`src/rtl/ex_fwd_ctrl.sv`:
```
// ex_fwd_ctrl: EX-stage operand forwarding selects and load-use stall control
module ex_fwd_ctrl #(
  parameter int REG_AW = 5,
  parameter int CNT_W  = 16
) (
  input  logic              clk,
  input  logic              rst,
  input  logic [REG_AW-1:0] rs_ID,
  input  logic [REG_AW-1:0] rt_ID,
  input  logic              rs_used_ID,
  input  logic              rt_used_ID,
  input  logic [REG_AW-1:0] rw_ID,
  input  logic              RegWr_ID,
  input  logic              MemtoReg_ID,
  input  logic              flush_ID,
  input  logic              hold_in,
  output logic [1:0]        BusAFW,
  output logic [1:0]        BusBFW,
  output logic              stall_IFID,
  output logic              bubble_EX,
  output logic [CNT_W-1:0]  luse_count
);
  logic [REG_AW-1:0] rw_ex, rw_m;
  logic reg_wr_ex, mem_to_reg_ex, reg_wr_m;
  logic luse, kill;
  logic [1:0] sel_a, sel_b;
  // a load in EX is never forwarded from ALUout; it stalls and forwards from WB next cycle
  always_comb begin
    luse = mem_to_reg_ex & reg_wr_ex & (rw_ex != '0) &
           ((rs_used_ID & (rs_ID == rw_ex)) | (rt_used_ID & (rt_ID == rw_ex)));
    sel_a = (reg_wr_ex & !mem_to_reg_ex & (rw_ex != '0) & rs_used_ID & (rs_ID == rw_ex)) ? 2'b10 :
            (reg_wr_m & (rw_m != '0) & rs_used_ID & (rs_ID == rw_m)) ? 2'b01 : 2'b00;
    sel_b = (reg_wr_ex & !mem_to_reg_ex & (rw_ex != '0) & rt_used_ID & (rt_ID == rw_ex)) ? 2'b10 :
            (reg_wr_m & (rw_m != '0) & rt_used_ID & (rt_ID == rw_m)) ? 2'b01 : 2'b00;
    kill = luse | flush_ID;
  end
  assign stall_IFID = luse;
  assign bubble_EX  = luse;
  always_ff @(posedge clk or posedge rst) begin
    if (rst) begin
      rw_ex         <= '0;
      reg_wr_ex     <= 1'b0;
      mem_to_reg_ex <= 1'b0;
      rw_m          <= '0;
      reg_wr_m      <= 1'b0;
      BusAFW        <= 2'b00;
      BusBFW        <= 2'b00;
      luse_count    <= '0;
    end else if (!hold_in) begin
      rw_ex         <= kill ? '0 : rw_ID;
      reg_wr_ex     <= kill ? 1'b0 : RegWr_ID;
      mem_to_reg_ex <= kill ? 1'b0 : MemtoReg_ID;
      rw_m          <= rw_ex;
      reg_wr_m      <= reg_wr_ex;
      BusAFW        <= kill ? 2'b00 : sel_a;
      BusBFW        <= kill ? 2'b00 : sel_b;
      if (luse && !(&luse_count)) luse_count <= luse_count + 1'b1;
    end
  end
endmodule

```
`config.mk`:
```
export PLATFORM = sky130hd
export DESIGN_NAME = ex_fwd_ctrl
export DESIGN_NICKNAME = d
export VERILOG_FILES = /design/src/rtl/ex_fwd_ctrl.sv
export SDC_FILE = /design/constraint.sdc
export NUM_CORES = 1
export LEC_CHECK = 0
export CAP_MARGIN = 40
export CORE_UTILIZATION = 50
export CTS_CLUSTER_DIAMETER = 120
export DETAILED_ROUTE_END_ITERATION = 16
export GPL_TIMING_DRIVEN = 0
export PLACE_DENSITY = 0.83
export SYNTH_ARGS = -nofsm -noshare
export SYNTH_HDL_FRONTEND = slang
export SYNTH_SLANG_ARGS = --single-unit
```
`constraint.sdc`:
```
create_clock -name clk -period 5.85 [get_ports clk]
set_input_delay 1.17 -clock clk [delete_from_list [all_inputs] [get_ports clk]]
set_output_delay 1.17 -clock clk [all_outputs]
set_load 0.01 [all_outputs]
```
==> out/results.ini, run 1 <==
[critical_path]
path_depth = 8
worst_setup_path_start_kind = primary input
cp_cell_sequence = clkdlybuf4s50_1 > xor2_1 > nor4_1 > a32o_2 > nand2_2 > inv_1 > buf_4 > clkdlybuf4s50_1
cp.arrival_ns = 3.50
crit_path_end = stall_IFID
end_kind = output pin
critical_path_class = in2out
worst-path-max-fanout = 8
crit_slowest_cell = clkdlybuf4s50_1
r2r_cells = 5
reg2reg_slack_ns = 3.71
cp_top_family = buffers and inverters
cpMostUsedCell = clkdlybuf4s50_1
worst_path_largest_cell_delay_ns = 0.51
cp.required_ns = 4.68
r2r_end = luse_count[1]$_DFFE_PP0P_
path_buf_inv = 4
timing.rr.start = rw_ex[1]$_DFFE_PP0N_
worstSetupStartpoint = rt_ID[4]

[place]
gp_congestion = 0.842
io_buffer_count = 44
dp_slack_ns = 1.26
dp_hpwl_mm = 3.54

[sta]
setup_viol = 0
whs_ns = 0.490
slew_viol_final = 0
slew-limit-headroom = 0.532
setup_ws_ns = 1.18
finClkSkew_ns = 0.0104
fin_crit_ns = 4.67
hold_viol_final = 0
rsz0062_at_grt = no
worst_slew_pin_slew_ns = 0.701
fmax_mhz = 214
finalCritPeriodShare = 0.798
finalSetupTns_ns = 0

[logic_synthesis]
synth_area_sq_um = 1790
synth_top_area_share = 0.461
synthCells = 169
synth_cell_types = 37
yosysWarnings = 0
syn_avg_cell_area_sq_um = 10.6
seq_area_frac_synth = 0.461
synth_fp_nets = 193
synth-seq-cells = 33
synth_area_leaders = dfrtp_1 (46%), xnor2_1 (8.8%), xor2_1 (8.3%)
synth.largest_area_cell = dfrtp_1

[power_and_ir_drop]
comb_power_share = 0.142
switching_power_uw = 123
power_density_nw_per_um2 = 208
p_sw_frac = 0.247
power_uw = 499
pwr-share-seq = 0.501
p_int_uw = 376
p_clk_frac = 0.357
leakagePower_uw = 0.00103
peakVddDrop_mv = 0.133

[route]
dr_total_vias = 1588
routedWlPerCell_um = 17.1
routed_wl_mm = 4.59
dr.pass1.iters = 5
drt-initial-drc-count = 74
vias_per_cell = 5.93
final_antenna_net_count = 0
drcViolationCount = 0

[cts]
cts_max_level = 2
post_cts_buffers = 0
cts.sink_count = 33
cts_hold_repair.buffers = 0
clk_latency_ns = 0.34
cts.repair.resized = 0
cts_tree = built
cts_made_buffers = 5
clk_path_buf_depth = 2
path_clk_slew_ns = 0.11
cts_root_buf = clkbuf_4

[finish]
nets = 245
final_layout_size_suffix_gt1_frac = 0.113
areaGrowthSynthToFinish_pct = 34.1
nFillCells = 240
fin_util = 0.709
antenna_cells = 0

[die]
rows = 21
core_sq_um = 3390
io_pins = 45
fp.dieW_um = 61.9
die_h_um = 61.9
start_util = 0.529
die_area_sq_um = 3830

[global_route]
grt.total_usage = 0.278
antenna_found_initial = 0
first_global_vias = 1531
grt_pass1_wl_mm = 7.40
grt_max_degree = 18
grt-ovfl-total = 0

[run]
cap_viol_max_count = 0

[status]
status = completed

[hold_path]
hp-class = reg2reg

-- worst register-to-register path, cell delays in order, from the launching register on --
cell,delay [ns]
dfrtp_1,0.49
or4_1,0.64
o211ai_2,0.26
nor3_2,0.15
nand2_1,0.17
mux2_1,0.33
-- worst min-delay path by stage --
stage	startpoint	end	slack (ns)	depth (start not counted)
3_5_place_dp	BusBFW[1]$_DFFE_PP0N_	BusBFW[1]$_DFFE_PP0N_	0.47	2
5_1_grt	BusBFW[1]$_DFFE_PP0N_	BusBFW[1]$_DFFE_PP0N_	0.53	2
3_3_place_gp	BusBFW[0]$_DFFE_PP0N_	BusBFW[0]$_DFFE_PP0N_	0.46	2
2_1_floorplan	reg_wr_m$_DFFE_PP0N_	reg_wr_m$_DFFE_PP0N_	0.48	1
6_report	BusBFW[1]$_DFFE_PP0N_	BusBFW[1]$_DFFE_PP0N_	0.49	2
4_1_cts	BusBFW[1]$_DFFE_PP0N_	BusBFW[1]$_DFFE_PP0N_	0.50	2
-- routing by layer --
layer / vias up / routed length (um) / track usage
met4: 0 / 161 / 0.127
met2: 82 / 2300 / 0.459
met5: - / 0 / 0
met3: 16 / 266 / 0.0766
li1: 724 / - / -
met1: 766 / 1860 / 0.338
-- cell usage after synthesis (all sizes together) --
library cell  instances
dfrtp                33
xnor2                18
xor2                 17
nand3                13
nand2                11
nand4                 9
a32o                  8
nor2                  8
mux2                  7
nor4                  6
and3                  5
o21ai                 5
nor3                  4
buf                   3
inv                   3
o211ai                3
or4                   3
and2                  2
clkbuf                2
a21oi                 1
and3b                 1
and4                  1
ha                    1
nand3b                1
nor2b                 1
o211a                 1
or2                   1
or3                   1
-- flip-flops by register name (all words and copies together), names as in the netlist --
signal,cells
reg_wr_ex,1
reg_wr_m,1
mem_to_reg_ex,1
luse_count,16
BusBFW,2
rw_ex,5
rw_m,5
BusAFW,2
-- metrics by stage --
step,instances,cell area (sq um)
6_report,268,2400
4_1_cts,268,2400
5_1_grt,268,2400
3_3_place_gp,259,2290
3_5_place_dp,260,2320
2_1_floorplan,169,1790
-- power groups by stage --
stage | clock [uW] | sequential [uW] | combinational, uW
6_report | 178 | 250 | 71.0
5_1_grt | 193 | 251 | 76.7
4_1_cts | 180 | 249 | 71.0
3_5_place_dp | 0 | 254 | 70.4
3_3_place_gp | 0 | 252 | 63.3
2_1_floorplan | 0 | 250 | 38.3
-- final cells by class --
class	count	area, sq um	area share
flip-flops and latches	33	826	0.344
plain buffers	5	25.0	0.0104
inverters	3	11.3	0.00469
clock buffers	7	55.1	0.0229
repair buffers	45	468	0.195
multi-input cells	128	931	0.387
clock inverters	1	30.0	0.0125
well taps	46	57.6	0.0239
-- cells in the final DEF (no fill, tap or decap), types with 2 or more instances in the layout --
master and instances:
nand4_1 8, clkdlybuf4s50_1 44, nand2_1 10, nor4_1 5
xnor2_1 18, a32o_1 7, mux2_2 6, o211ai_1 2
dfrtp_1 33, nor2_1 8, o21ai_0 5, buf_2 2
xor2_1 17, or4_1 3, nor3_1 3, clkbuf_4 5
inv_1 3, nand3_1 13, and3_1 4, and2_1 2
clkbuf_1 3
-- kinds of logic (layout without fill, tap and decap cells) --
kind of cell / after synthesis / in the layout / synth area share
flip-flops: 33 / 33 / 0.461
AND/OR/NAND/NOR: 67 / 67 / 0.214
XOR/XNOR: 35 / 35 / 0.171
adder cells (fa/ha/maj): 1 / 1 / 0.00698
buffers and inverters: 8 / 61 / 0.0202
AO/OA/AOI/OAI: 18 / 18 / 0.0830
multiplexers: 7 / 7 / 0.0440
No activity file was read; power rests on OpenSTA's default activity.
==> run 2, diff against run 1 <==
- CORE_UTILIZATION: 50 -> 49
- PLACE_DENSITY: 0.83 -> 0.82
- clock period: 5.85 -> 4.6 ns (I/O delays scaled with it)
==> run 2 against run 1 <==
  * Sequential share of layout area barely moved
  * Combinational power rose by 22%
  * Sequential cell count did not move
  * Non-clock buffer count did not move
  * Via count fell by 2.9%
  * Largest cell class unchanged
  * Design area barely moved
  * Highest routed layer unchanged
  * Worst hold slack improved by 0.014 ns
  * Largest power group unchanged
  * Critical path type unchanged
==> out/results.ini, run 2 (synthesis gave the netlist of run 1 again) <==
[status]
status = completed

[finish]
antenna_cells = 0
reg.largest.list = luse_count x16, rw_ex x5, rw_m x5
nets = 245
nFillCells = 235
regMostFlops = luse_count
areaGrowthSynthToFinish_pct = 34.0
final_common_cell = clkdlybuf4s50_1
most-common-layout-cells = clkdlybuf4s50_1 (44), dfrtp_1 (33), xnor2_1 (18)
fin_util = 0.703
regArea_sq_um = 826
largest_reg_flops = 16
final_layout_size_suffix_gt1_frac = 0.117
multiInputGateArea_sq_um = 931

[cts]
cts_hold_repair.buffers = 0
post_cts_buffers = 0
cts_root_buf = clkbuf_4
path_clk_slew_ns = 0.12
clk_path_buf_depth = 2
cts_max_level = 2
clk_latency_ns = 0.35
cts_made_buffers = 5
cts_tree = built
cts.sink_count = 33
cts.repair.resized = 0

[critical_path]
worst_setup_path_start_kind = primary input
critical_path_class = in2out
cp.arrival_ns = 3.22
end_kind = output pin
timing.rr.start = rw_ex[1]$_DFFE_PP0N_
cp.required_ns = 3.68
worstSetupStartpoint = rs_ID[4]
worst-path-max-fanout = 8

[power_and_ir_drop]
leakagePower_uw = 0.00102
peakVddDrop_mv = 0.169
power_uw = 627
power_density_nw_per_um2 = 261

[sta]
finClkSkew_ns = 0.0166
finalSetupTns_ns = 0
fmax_mhz = 242
finalCritPeriodShare = 0.899
slew-limit-headroom = 0.559
hold_viol_final = 0
worst_slew_pin_slew_ns = 0.661
fin_crit_ns = 4.14
setup_viol = 0
slew_viol_final = 0
rsz0062_at_grt = no

[die]
io_pins = 45
die_h_um = 62.5
die_area_sq_um = 3910
rows = 21
start_util = 0.525
fp.dieW_um = 62.5
core_sq_um = 3420

[route]
vias_per_cell = 5.75
m1WireLength_mm = 1.86
dr_total_vias = 1542
dr_wl_met3_um = 214
drt-initial-drc-count = 62
routed_wl_mm = 4.22
met2WireLength_mm = 2.09
final_antenna_net_count = 0
top_layer_used = met4
drcViolationCount = 0
dr.pass1.iters = 4
routedWlPerCell_um = 15.8

[place]
dp_hpwl_mm = 3.26
gp_congestion = 0.857
io_buffer_count = 44

[global_route]
grt-ovfl-total = 0
grt.total_usage = 0.242
antenna_found_initial = 0
grt_max_degree = 20
first_global_vias = 1478
grt_pass1_wl_mm = 7.24

[run]
cap_viol_max_count = 0

[hold_path]
hp-start = BusBFW[0]$_DFFE_PP0N_
hp-class = reg2reg

## run 2: cell count changes in the layout (fill, tap and decap cells not counted)
cell	before	now
clkbuf_1	3	2
clkbuf_8	1	0
clkinv_4	0	1
clkinvlp_4	0	1
## run 2: layout make-up
cell class                 instances  share of cell area
buffer                             5              0.0104
clock buffer                       5              0.0156
clock inverter                     3              0.0193
inverter                           3             0.00469
multi-input combinational        128               0.388
sequential                        33               0.344
tap                               46              0.0240
timing repair buffer              45               0.195
## run 2: worst max-delay path, stage by stage
cell             delay [ns]
clkdlybuf4s50_1        0.45
xor2_1                 0.17
nor4_2                 0.38
a32o_2                 0.34
nand2_2                0.15
inv_1                  0.16
buf_4                  0.12
clkdlybuf4s50_1        0.51
## run 2: final timing paths
kind,cells past startpoint,endpoint,slack [ns]
max,8,stall_IFID,0.46
max in group asynchronous,3,luse_count[11]$_DFFE_PP0P_,3.13
min reg2reg,2,BusBFW[0]$_DFFE_PP0N_,0.50
max reg2reg,5,luse_count[1]$_DFFE_PP0P_,2.49
min in group asynchronous,2,luse_count[15]$_DFFE_PP0P_,0.95
min,2,BusBFW[0]$_DFFE_PP0N_,0.50
## run 2: through the flow
stage | hold WS, ns | std cells | setup WS [ns] | cell area (sq um)
finish | 0.504 | 268 | 0.464 | 2400
global route | 0.529 | 268 | 0.273 | 2400
CTS | 0.515 | 268 | 0.481 | 2400
detailed placement | 0.485 | 260 | 0.479 | 2320
global placement | 0.464 | 259 | 0.519 | 2290
floorplan | 0.479 | 169 | 1.68 | 1790
## run 2: routing by layer
metal | vias to the layer above | track usage
met4 | 0 | 0.0959
met1 | 759 | 0.315
met5 | - | 0
met2 | 57 | 0.383
li1 | 720 | -
met3 | 6 | 0.0657
## run 2: power breakdown
| part | switching [uW] | internal (uW) |
|---|---|---|
| Combinational | 39.3 | 47.4 |
| Sequential | 16.0 | 301 |
| Clock | 108 | 115 |
| Total | 164 | 464 |
==> run 3, diff against run 2 <==
- CAP_MARGIN: 40 -> 25
==> results of run 3 <==
Same layout as run 2: the final DEF is identical, and so are final timing and power.
